[config.mk]
export PLATFORM = sky130hd
export DESIGN_NAME = capture_ctrl
export DESIGN_NICKNAME = d
export VERILOG_FILES = /design/src/rtl/capture_ctrl.sv
export SDC_FILE = /design/constraint.sdc
export NUM_CORES = 1
export LEC_CHECK = 0
export CAP_MARGIN = 15
export CORE_MARGIN = 3
export CORE_UTILIZATION = 30
export DETAILED_ROUTE_END_ITERATION = 6
export PLACE_DENSITY = 0.53
export REMOVE_ABC_BUFFERS = 1
export SLEW_MARGIN = 10
export SYNTH_ARGS = -nofsm -noshare
export SYNTH_HDL_FRONTEND = slang
export SYNTH_SLANG_ARGS = --single-unit
export TNS_END_PERCENT = 1
[constraint.sdc]
create_clock -name clk -period 4.35 [get_ports clk]
set_input_delay 0.435 -clock clk [delete_from_list [all_inputs] [get_ports clk]]
set_output_delay 0.435 -clock clk [all_outputs]
set_load 0.05 [all_outputs]
[src/rtl/capture_ctrl.sv]
// Pre/post-trigger capture sequencer: passes a sample stream through to a memory
// writer, framing a window of cfg_pre beats before a trigger and cfg_post beats from it.
module capture_ctrl #(
  parameter int SDW = 32,
  parameter int CW  = 16
) (
  input  logic           clk,
  input  logic           rst,
  input  logic [CW-1:0]  cfg_pre,
  input  logic [CW-1:0]  cfg_post,
  input  logic           ctl_arm,
  input  logic           ctl_abort,
  output logic           sti_tready,
  input  logic           sti_tvalid,
  input  logic           sti_trigger,
  input  logic [SDW-1:0] sti_tdata,
  input  logic           sto_tready,
  output logic           sto_tvalid,
  output logic           sto_tlast,
  output logic [SDW-1:0] sto_tdata,
  output logic           ind_arm,
  output logic           ind_trg,
  output logic           sts_done,
  output logic [2:0]     sts_state
);

  localparam logic [2:0] IDLE = 3'd0;
  localparam logic [2:0] FILL = 3'd1;
  localparam logic [2:0] WAIT = 3'd2;
  localparam logic [2:0] POST = 3'd3;
  localparam logic [2:0] DONE = 3'd4;

  logic [2:0]    state_q, state_d;
  logic [CW-1:0] pre_q, pre_d;
  logic [CW-1:0] post_q, post_d;
  logic [CW-1:0] cnt_q, cnt_d;
  logic          trg_q, trg_d;

  logic          active;
  logic          accept;
  logic          last_beat;
  logic [CW-1:0] cnt_inc;

  // Stream is a pure combinational pass-through while capturing; otherwise input is drained.
  assign active     = (state_q == FILL) || (state_q == WAIT) || (state_q == POST);
  assign sti_tready = active ? sto_tready : 1'b1;
  assign sto_tvalid = active & sti_tvalid;
  assign sto_tdata  = sti_tdata;
  assign accept     = active & sti_tvalid & sti_tready;
  assign cnt_inc    = cnt_q + CW'(1);

  assign last_beat = accept &&
                     (((state_q == WAIT) && sti_trigger && (post_q == CW'(1))) ||
                      ((state_q == POST) && (cnt_inc == post_q)));

  assign sto_tlast = last_beat;
  assign ind_arm   = (state_q == FILL) || (state_q == WAIT);
  assign ind_trg   = trg_q;
  assign sts_done  = (state_q == DONE);
  assign sts_state = state_q;

  always_comb begin
    state_d = state_q;
    pre_d   = pre_q;
    post_d  = post_q;
    cnt_d   = cnt_q;
    trg_d   = trg_q;
    case (state_q)
      IDLE: begin
        if (ctl_arm) begin
          pre_d   = cfg_pre;
          post_d  = (cfg_post == '0) ? CW'(1) : cfg_post;
          cnt_d   = '0;
          trg_d   = 1'b0;
          state_d = (cfg_pre == '0) ? WAIT : FILL;
        end
      end
      FILL: begin
        // Abort acts as a forced trigger; the beat on that cycle still flows but is not counted.
        if (ctl_abort) begin
          trg_d   = 1'b1;
          cnt_d   = '0;
          state_d = POST;
        end else if (accept) begin
          if (cnt_inc == pre_q) begin
            cnt_d   = '0;
            state_d = WAIT;
          end else begin
            cnt_d = cnt_inc;
          end
        end
      end
      WAIT: begin
        if (accept && sti_trigger) begin
          trg_d = 1'b1;
          if (post_q == CW'(1)) begin
            state_d = DONE;
          end else begin
            cnt_d   = CW'(1);
            state_d = POST;
          end
        end else if (ctl_abort) begin
          trg_d   = 1'b1;
          cnt_d   = '0;
          state_d = POST;
        end
      end
      POST: begin
        if (accept) begin
          if (cnt_inc == post_q) begin
            state_d = DONE;
          end else begin
            cnt_d = cnt_inc;
          end
        end
      end
      DONE: begin
        state_d = IDLE;
      end
      default: begin
        state_d = IDLE;
      end
    endcase
  end

  always_ff @(posedge clk) begin
    if (rst) begin
      state_q <= IDLE;
      pre_q   <= '0;
      post_q  <= '0;
      cnt_q   <= '0;
      trg_q   <= 1'b0;
    end else begin
      state_q <= state_d;
      pre_q   <= pre_d;
      post_q  <= post_d;
      cnt_q   <= cnt_d;
      trg_q   <= trg_d;
    end
  end

endmodule
* Yosys cells after proc, flatten, opt, wreduce, memory -nomap -nowiden
Index checks and enable logic that the tools add are counted.
Storage, ports and cells: register bits after elaboration 52, output and inout port bits 41
Cells by class: add/subtract/negate cells 1, equality and inequality tests 15, mux-type cells 27, bitwise logic cells 2, reduce and logical (&&, ||, !) cells 17
Operator list (count):
- 2-to-1 mux 16 bit | 10
- case mux 16 bit (4 select lines) | 1
- == test 16 bit | 2
- zero test 16 bit | 2
- 2-to-1 mux 3 bit | 9
- adder 16 x 1 -> 16 bit, second input constant | 1
- == test 16 x 1 -> 1 bit, second input constant | 1
- case mux 3 bit (4 select lines) | 1
- AND reduction 7 bit | 1
- == test 3 x 2 -> 1 bit, second input constant | 2
- inequality test 2 bit, second input constant | 3
- inequality test 3 x 2 -> 1 bit, second input constant | 2
- inequality test 3 bit, second input constant | 2
- AND reduction 6 bit | 1
- logical AND 1 bit | 5
- 2-to-1 mux 1 bit | 4
- AND reduction 2 bit | 2
- nonzero test 4 bit | 1
- == test 3 x 1 -> 1 bit, second input constant | 1
- == test 3 bit, second input constant | 1
- zero test 3 bit | 1
- logical OR 1 bit | 3
- case mux 1 bit (3 select lines) | 1
- nonzero test 3 bit | 1
- other kinds (3) | 4

* Logic depth before layout (Yosys ltp)
Gate-level depths: netlist (run 1).
depth after elaboration 8, mapped depth 13, gate-level depth less buffers 9

* Least setup slack after synthesis (run 1)
OpenSTA, ideal clock, no wires.
path type register to output, start reg cnt_q[0], end out sto_tlast, arrival 2.894 ns, required time 3.915 ns, slack 1.021 ns, cell stages (with the launch flop) 11, path buffers 2, cells stage by stage dfxtp_1 > ha_1 > buf_2 > and3_1 > clkbuf_2 > nand3_1 > a221oi_1 > nand4_1 > nor4b_1 > nand4_1 > a21oi_1
On the way: cells in the longest elaborated chain, start to end 5
Ends and longest elaborated chain:
- start: declaration | RTL line 36 | logic [CW-1:0] cnt_q, cnt_d;
- start signal: assignment | RTL line 137 | cnt_q <= cnt_d;
- adder 16 x 1 -> 16 bit | RTL line 50 | assign cnt_inc = cnt_q + CW'(1);
- == test 16 bit | RTL line 54 | ((state_q == POST) && (cnt_inc == post_q)));
- logical AND 1 bit | RTL line 54
- logical OR 1 bit | RTL line 53 | (((state_q == WAIT) && sti_trigger && (post_q == CW'(1))) ||
- logical AND 1 bit | RTL line 52 | assign last_beat = accept &&
- end: declaration | RTL line 19 | output logic sto_tlast,
Every way passes these cells.

* Final worst setup path (run 1)
Ends and elaborated chain as after synthesis.

==> results.md, run 1 <==
- At the pin with the least slew margin, the transition time is 934 ps.
- Across the run, the number of max-cap violations was 0.
- In the post-synthesis netlist, the biggest area contributors are sky130_fd_sc_hd__dfxtp_1, sky130_fd_sc_hd__nand2_1, sky130_fd_sc_hd__buf_4.
- Port buffering added 47 buffers.
- Summed over all layers, the global routing overflow is 0.
- After detailed routing, the number of remaining DRC violations is 0.
- The first-pass detailed-route iteration total is 5.
- The via count of the first global-routing pass is 3296.
- The count of endpoints failing hold in the final timing report came to 0.
- In this run the number of H-tree levels came out at 2.
- The worst hold-check path type is flip-flop to flip-flop.
- The largest net degree at the start of global routing is 38.
- The number of setup buffers added after CTS is 0.
- The number of fillers in the final layout is 1228.
- The beginning of the worst hold path is pre_q[9].
- The width of the die is 117 um.
- After floorplanning, the core was divided into 39 placement rows.
- The post-cts hold buffer count is 0.
- The number of cells on the worst reg-to-reg path is 9.
- The kind of end point of the critical path is a primary output.
- The detailed-placement wirelength estimate is 8.65 mm.
- In this run, the number of DRC markers left after iteration 0 of detailed routing was 255.
- Once detail routing completed, the nets flagged for antenna violations numbered 0.
- The data arrival time of the critical path is 3480 ps.
- The die height is 117 um.
- Setup violations remaining at the end of the flow were counted as 0.
- Once layout is complete, the cells apart from fillers number 611.
- The synthesized area divided by synthesized cell count is 7.77 sq um.
- The initial utilization of the core area, before any placement, comes to 0.314.
- The routed layout has 3345 vias.
- The total area inside the core boundary comes to 0.0117 sq mm.
- In this run the static leakage power is 1.62 nW.
- The run finished with clean final reports.
- Across every metal layer, demand over resource in global routing totals 0.173.
- The worst hold margin is 461 ps.
- Dividing the detail-routed wire length by the instance count gives 18.8 um.
- Setup repair after global routing left no endpoint under its margin.
- The total CTS buffers is 5.
- In the synthesized netlist the dominant register cell turns out to be sky130_fd_sc_hd__dfxtp_1.
- The critical register-to-register path startpoint is cnt_q[0].
- The share of synthesized area in the top cell type comes to 0.284.
- CTS placed an instance of sky130_fd_sc_hd__clkbuf_16 at the clock tree root.
- The most critical setup path has its startpoint at cnt_q[0].
- The final-layout setup total negative slack is 0 ps.
- The longest individual stage delay on the worst path is 500 ps.
- Across the routed clock network, the largest skew measured is 3.94 ps.
- The clock tree from TritonCTS is done.
- The worst voltage drop across the vdd grid is 0.000335 V.
- The slowest cell on the critical path is sky130_fd_sc_hd__dfxtp_1.
- The total power divided by cell area is 444 mW/mm^2.
- The area growth from synthesis to layout is 13.7%.
- The critical-path maximum fanout is 10.
- The net total in the final layout is 539.
- The most common cell type on the critical path is sky130_fd_sc_hd__nand4_1.
- The number of placed instances, taps included is 603.
- For this run, the top clock speed supported by timing is 255 MHz.
- In this run, synthesis inferred 0 flip-flops with an integrated enable.
- The wire length after detailed routing is 11.5 mm.
- The number of antenna violations at the first check in global routing is 0.
- The number of instances in the synthesized netlist is 472.
- The cell area that synthesis handed to floorplanning was 0.00367 sq mm.
- The worst setup path is launched from a flip-flop.
- The number of max-slew violations in the final report was 0.
- At the end of routability-driven placement, the weighted congestion stood at 0.898.
- The distinct cell type count of the synthesized netlist is 65.
- Dividing the detail-routed via count by the number of cells gives 5.47.
- The share of the Yosys chip area taken by registers is 0.284.
- The source-to-sink clock delay at the later pin of the worst-skew pair is 290 ps.
- The antenna diode count is 0.
- The Yosys step of the flow raised 0 warnings.
- Counting along the longest clock path gives a buffer depth of 2.
- The top-level I/O count is 112.
- The required time at the endpoint of the critical path is 3910 ps.
- In this run, synthesis produced a sequential element count of 52.
- The worst slew slack as a fraction of its limit is 0.377.
- In the synthesized netlist the async set-or-reset flop fraction comes to 0.
- Dividing the final minimum period by the clock period gives 0.900.
- Traced cell by cell, the critical path runs through ha_1, and3_1, nand3_1, a221oi_1, nand4_1, nor4b_1, nand4_1, a21oi_1, dlymetal6s2s_1.
- The largest area contributor in the synthesized netlist is sky130_fd_sc_hd__dfxtp_1.
- Counting I/O delays and the setup requirement, the final critical path takes 3920 ps.
- Counting instances, the worst hold path has a depth of 2.
- The proportion of layout cells with a drive suffix above 1 is 0.0598.
- Clock-pin slew was measured on the worst setup and hold paths at 70 ps.
- The critical path is of the flip-flop to primary output type.
- The floorplan die area is 0.0136 sq mm.
- The number of sinks driven by the clock tree is 52.
- The first global-routing pass estimated 18.2 mm of wire.
## kinds of logic after synthesis
| group | after synthesis | synth area share |
|---|---|---|
| AO/OA/AOI/OAI | 102 | 0.185 |
| XOR/XNOR | 33 | 0.117 |
| adder cells (fa/ha/maj) | 1 | 0.00341 |
| buffers and inverters | 76 | 0.115 |
| flip-flops | 52 | 0.284 |
| multiplexers | 2 | 0.00580 |
| AND/OR/NAND/NOR | 206 | 0.289 |
## critical path: cells and delay by family, from the launching register on
kind / cells / cell delay (ps)
AOI/OAI and AO/OA: 2 / 580
adders and majority gates: 1 / 400
and+or+nand+nor: 5 / 1270
buffers and inverters: 1 / 440
DFF: 1 / 500
## placed cells by master, fill, tap and decap left out, types with 4 or more instances in the layout
cell type,instances
sky130_fd_sc_hd__and2_1,8
sky130_fd_sc_hd__inv_1,11
sky130_fd_sc_hd__o221ai_1,12
sky130_fd_sc_hd__nand2_1,88
sky130_fd_sc_hd__xnor2_1,12
sky130_fd_sc_hd__dfxtp_1,52
sky130_fd_sc_hd__nor4_1,15
sky130_fd_sc_hd__nor2_1,22
sky130_fd_sc_hd__a21oi_1,38
sky130_fd_sc_hd__buf_4,6
sky130_fd_sc_hd__and3_1,5
sky130_fd_sc_hd__nor2b_1,9
sky130_fd_sc_hd__xnor3_1,8
sky130_fd_sc_hd__o211ai_1,4
sky130_fd_sc_hd__nor3_1,7
sky130_fd_sc_hd__nand3_1,18
sky130_fd_sc_hd__a21o_1,4
sky130_fd_sc_hd__a2111oi_0,4
sky130_fd_sc_hd__nand4_1,9
sky130_fd_sc_hd__o21ai_0,14
sky130_fd_sc_hd__clkdlybuf4s50_1,46
sky130_fd_sc_hd__xor2_1,11
sky130_fd_sc_hd__clkbuf_16,5
## power breakdown
group | total, mW | switching (mW) | internal (mW)
Clock | 0.469 | 0.181 | 0.289
Sequential | 0.645 | 0.102 | 0.544
Combinational | 0.736 | 0.431 | 0.305
Total | 1.85 | 0.713 | 1.14
## registers in the layout, indices dropped and copies added, names as in the netlist
register	flops
cnt_q	16
post_q	16
pre_q	16
sts_state	3
ind_trg	1
## stage by stage
step | power, mW | setup WS [ps] | instance area (sq um) | utilization
2_1_floorplan | 1.12 | 580 | 3280 | -
6_report | 1.85 | 433 | 4170 | 0.357
4_1_cts | 1.87 | 34.4 | 4170 | 0.357
3_3_place_gp | 1.39 | 465 | 3990 | 0.342
5_1_grt | 1.97 | 153 | 4170 | 0.357
3_5_place_dp | 1.39 | 371 | 3990 | 0.342
## path summary, 6_finish.rpt
check	to	slack [ps]
max	sto_tlast	430
max reg2reg	cnt_q[13]	560
min reg2reg	pre_q[9]	460
min	pre_q[9]	460
## routing by layer
metal,global-route usage,part of all wire,vias to the layer above
met2,0.254,0.44,120
met5,0,0,-
met3,0.0622,0.079,9
met4,0.0306,0.0072,0
li1,-,-,1645
met1,0.247,0.48,1571
## repair_timing
item	4_1_cts	5_1_grt
gates resized for setup	0	1
hold endpoints to repair	0	0
setup endpoints to repair	0	1
## synth_stat cells, drive strengths merged, types with 12 or more instances
cell type   n
nand2      88
dfxtp      52
buf        41
a21oi      39
clkbuf     24
nor2       22
nand3      18
nor4       16
o21ai      15
o221ai     12
xnor2      12
## layout make-up
cell class                      instances  area (sq um)  area share
Timing Repair Buffer                   53           518       0.124
Tap cell                              143           179      0.0429
Multi-Input combinational cell        344          2210       0.531
Inverter                               11          41.3     0.00990
Clock inverter                          2          38.8     0.00930
Clock buffer                            6           139      0.0333
Sequential cell                        52          1040       0.250
Note: power is estimated with default switching activity, not from simulation.
==> run 2, diff against run 1 <==
--- a/config.mk
+++ b/config.mk
@@ -6,10 +6,12 @@
 export NUM_CORES = 1
 export LEC_CHECK = 0
 export CAP_MARGIN = 15
+export CELL_PAD_IN_SITES_DETAIL_PLACEMENT = 1
+export CELL_PAD_IN_SITES_GLOBAL_PLACEMENT = 2
 export CORE_MARGIN = 3
-export CORE_UTILIZATION = 30
+export CORE_UTILIZATION = 26
 export DETAILED_ROUTE_END_ITERATION = 6
-export PLACE_DENSITY = 0.53
+export PLACE_DENSITY = 0.78
 export REMOVE_ABC_BUFFERS = 1
 export SLEW_MARGIN = 10
 export SYNTH_ARGS = -nofsm -noshare
==> constraint.sdc (replaced) <==
create_clock -name clk -period 4.5 [get_ports clk]
set_input_delay 0.45 -clock clk [delete_from_list [all_inputs] [get_ports clk]]
set_output_delay 0.45 -clock clk [all_outputs]
set_load 0.05 [all_outputs]
==> results.md, run 2 (synthesized netlist as in run 1, its figures left out) <==
- The count of endpoints failing hold in the final timing report is 0 (unchanged).
- The width of the die was 125 um (was 117 um).
- Registers with the highest flip-flop counts: cnt_q: 16 flops, post_q: 16 flops, pre_q: 16 flops (unchanged).
- The detailed-placement wirelength estimate is 9.95 mm (was 8.65 mm).
- The number of fillers in the final layout is 1630 (was 1228).
- Cell-by-cell listing of the critical path: ha_1, and3_1, nand3_1, a221oi_1, nand4_1, nor4b_1, nand4_1, a21oi_1, dlymetal6s2s_1 (unchanged).
- The area of the multi-input gates was 0.00221 sq mm (unchanged).
- The via count of the first global-routing pass is 3554 (was 3296).
- The clock transition at the registers of the reported paths is 70 ps (about the same).
- The required time at the endpoint of the critical path is 4050 ps (was 3910 ps).
- The deepest level of the CTS H-tree came to 2 (unchanged).
- The wire length of the first global-routing pass is 20.6 mm (was 18.2 mm).
- The final-layout setup total negative slack is 0 ps (unchanged).
- The source-to-sink clock delay at the later pin of the worst-skew pair is 290 ps (about the same).
- The total global routing overflow is 0 (unchanged).
- The type of the setup path with the least slack is flip-flop to primary output (unchanged).
- Unrepaired setup endpoints after global routing: no (unchanged).
- The static leakage power is 1.62 nW (about the same).
- The number of gates resized after CTS is 0 (unchanged).
- The type of element launching the critical path is a flip-flop (unchanged).
- The area taken by flip-flops and latches was 0.00104 sq mm (unchanged).
- The kind of end point of the critical path is a primary output (unchanged).
- The area growth from synthesis to layout was 14.3% (was 13.7%).
- The number of DRC violations after detailed routing is 0 (unchanged).
- The net total in the final layout is 540 (was 539).
- The critical-path maximum fanout is 10 (unchanged).
- The first-pass detailed-route iteration total was 4 (was 5).
- The number of sinks driven by the clock tree is 52 (unchanged).
- The total CTS buffers was 5 (unchanged).
- The global-route usage over all layers is 0.167 (was 0.173).
- The dominant delay contributor by cell family on the critical path is simple AND/OR/NAND/NOR gates (unchanged).
- The worst hold-check path type was flip-flop to flip-flop (unchanged).
- The worst slew slack as a fraction of its limit is 0.331 (was 0.377).
- The number of setup buffers added after CTS is 0 (unchanged).
- The clock tree skew after final layout is 7.44 ps (was 3.94 ps).
- The antenna diode count came to 0 (unchanged).
- The most common cell type on the critical path is sky130_fd_sc_hd__nand4_1 (unchanged).
- The die height is 125 um (was 117 um).
- The top-level I/O count was 112 (unchanged).
- The count of buffering cells on the critical path with inverters included is 1 (unchanged).
- The routed via count is 3468 (was 3345).
- The final antenna-violating net count is 0 (unchanged).
- The slew of the pin with the lowest slew margin is 1000 ps (was 934 ps).
- The buffer depth of the longest clock path was 2 (unchanged).
- The total design power is 1.76 mW (was 1.85 mW).
- The wire length after detailed routing is 13.1 mm (was 11.5 mm).
- Outcome: finished clean (unchanged).
- The worst voltage drop across the vdd grid is 0.000308 V (was 0.000335 V).
- The post-cts hold buffer count was 0 (unchanged).
- The longest individual stage delay on the worst path is 500 ps (about the same).
- The floorplan die area is 0.0156 sq mm (was 0.0136 sq mm).
- The per-cell routed wire length is 20.3 um (was 18.8 um).
- The total power divided by cell area is 420 mW/mm^2 (was 444 mW/mm^2).
- The count of maximum capacitance violations is 0 (unchanged).
- The largest net degree at the start of global routing is 35 (was 38).
- The number of max-slew violations in the final report is 0 (unchanged).
- The detail-routed via count per cell is 5.38 (was 5.47).
- The proportion of layout cells with a drive suffix above 1 is 0.0618 (was 0.0598).
- Commonest cells after routing, fill and taps aside: sky130_fd_sc_hd__nand2_1, sky130_fd_sc_hd__dfxtp_1, sky130_fd_sc_hd__clkdlybuf4s50_1, sky130_fd_sc_hd__a21oi_1, sky130_fd_sc_hd__nor2_1 (unchanged).
- The core footprint was 0.0135 sq mm (was 0.0117 sq mm).
- The number of antenna violations at the first check in global routing is 0 (unchanged).
- The clock root buffer is sky130_fd_sc_hd__clkbuf_16 (unchanged).
- The final weighted congestion in routability-driven placement is 0.836 (was 0.898).
- The clock tree from TritonCTS is done (unchanged).
- The number of setup violations in the final report is 0 (unchanged).
- The count of buffers from port buffering is 47 (unchanged).
- The commonest non-fill, non-tap cell in the layout is sky130_fd_sc_hd__nand2_1 (unchanged).
- The post-route clock period utilization is 0.887.
- The worst path needs 3990 ps of the cycle, external delays included.
- The floorplan row count is 42 (was 39).
- The starting density of the core is 0.271 (was 0.314).
- The first-iteration detailed-routing DRC count is 176 (was 255).
- The slowest cell on the critical path is sky130_fd_sc_hd__dfxtp_1 (unchanged).
- The data arrival time of the critical path was 3540 ps (was 3480 ps).
- Timing would allow up to 251 MHz.
run 2: layout make-up:
class	instances	area share
Clock buffer	6	0.0332
Clock inverter	2	0.00239
Inverter	11	0.00986
Multi-Input combinational cell	344	0.528
Sequential cell	52	0.249
Tap cell	176	0.0526
Timing Repair Buffer	54	0.125
run 2: power by group:
group | switching (mW) | leakage (nW) | internal (mW)
registers | 0.101 | 0.424 | 0.526
clock network | 0.175 | 0.0766 | 0.220
logic | 0.439 | 1.12 | 0.301
total | 0.715 | 1.62 | 1.05
run 2: final timing paths:
path,start,endpoint,slack (ps),cells after the start
min reg2reg,pre_q[9],pre_q[9],460,2
max,cnt_q[0],sto_tlast,510,9
min,pre_q[9],pre_q[9],460,2
max reg2reg,cnt_q[0],sts_state[0],730,9
run 2: per-layer routing:
layer	global-route usage	vias to the layer above	wire length, um
li1	-	1644	-
met1	0.229	1716	6240
met2	0.255	104	5860
met3	0.0609	4	968
met4	0.0232	0	62
met5	0.0163	-	0
run 2: stage by stage:
| stage | instance area [sq um] | hold WS, ps | util | instances | setup slack (ps) |
|---|---|---|---|---|---|
| finish | 4190 | 463 | 0.310 | 645 | 510 |
| detailed placement | 4040 | 459 | 0.299 | 637 | 427 |
| global route | 4190 | 486 | 0.310 | 645 | 139 |
| CTS | 4190 | 472 | 0.310 | 645 | 85.8 |
| global placement | 4040 | 455 | 0.299 | 637 | 568 |
| floorplan | 3280 | 431 | - | 407 | 730 |
run 2: worst reg2reg max path: stages, from the launching register on:
cell and delay [ps]:
sky130_fd_sc_hd__dfxtp_1 500, sky130_fd_sc_hd__ha_1 410, sky130_fd_sc_hd__and3_1 390, sky130_fd_sc_hd__nand4_1 310
sky130_fd_sc_hd__xnor2_1 210, sky130_fd_sc_hd__a2111oi_0 410, sky130_fd_sc_hd__nor4b_1 410, sky130_fd_sc_hd__a21oi_2 350
sky130_fd_sc_hd__nor3_2 310, sky130_fd_sc_hd__mux2_2 360
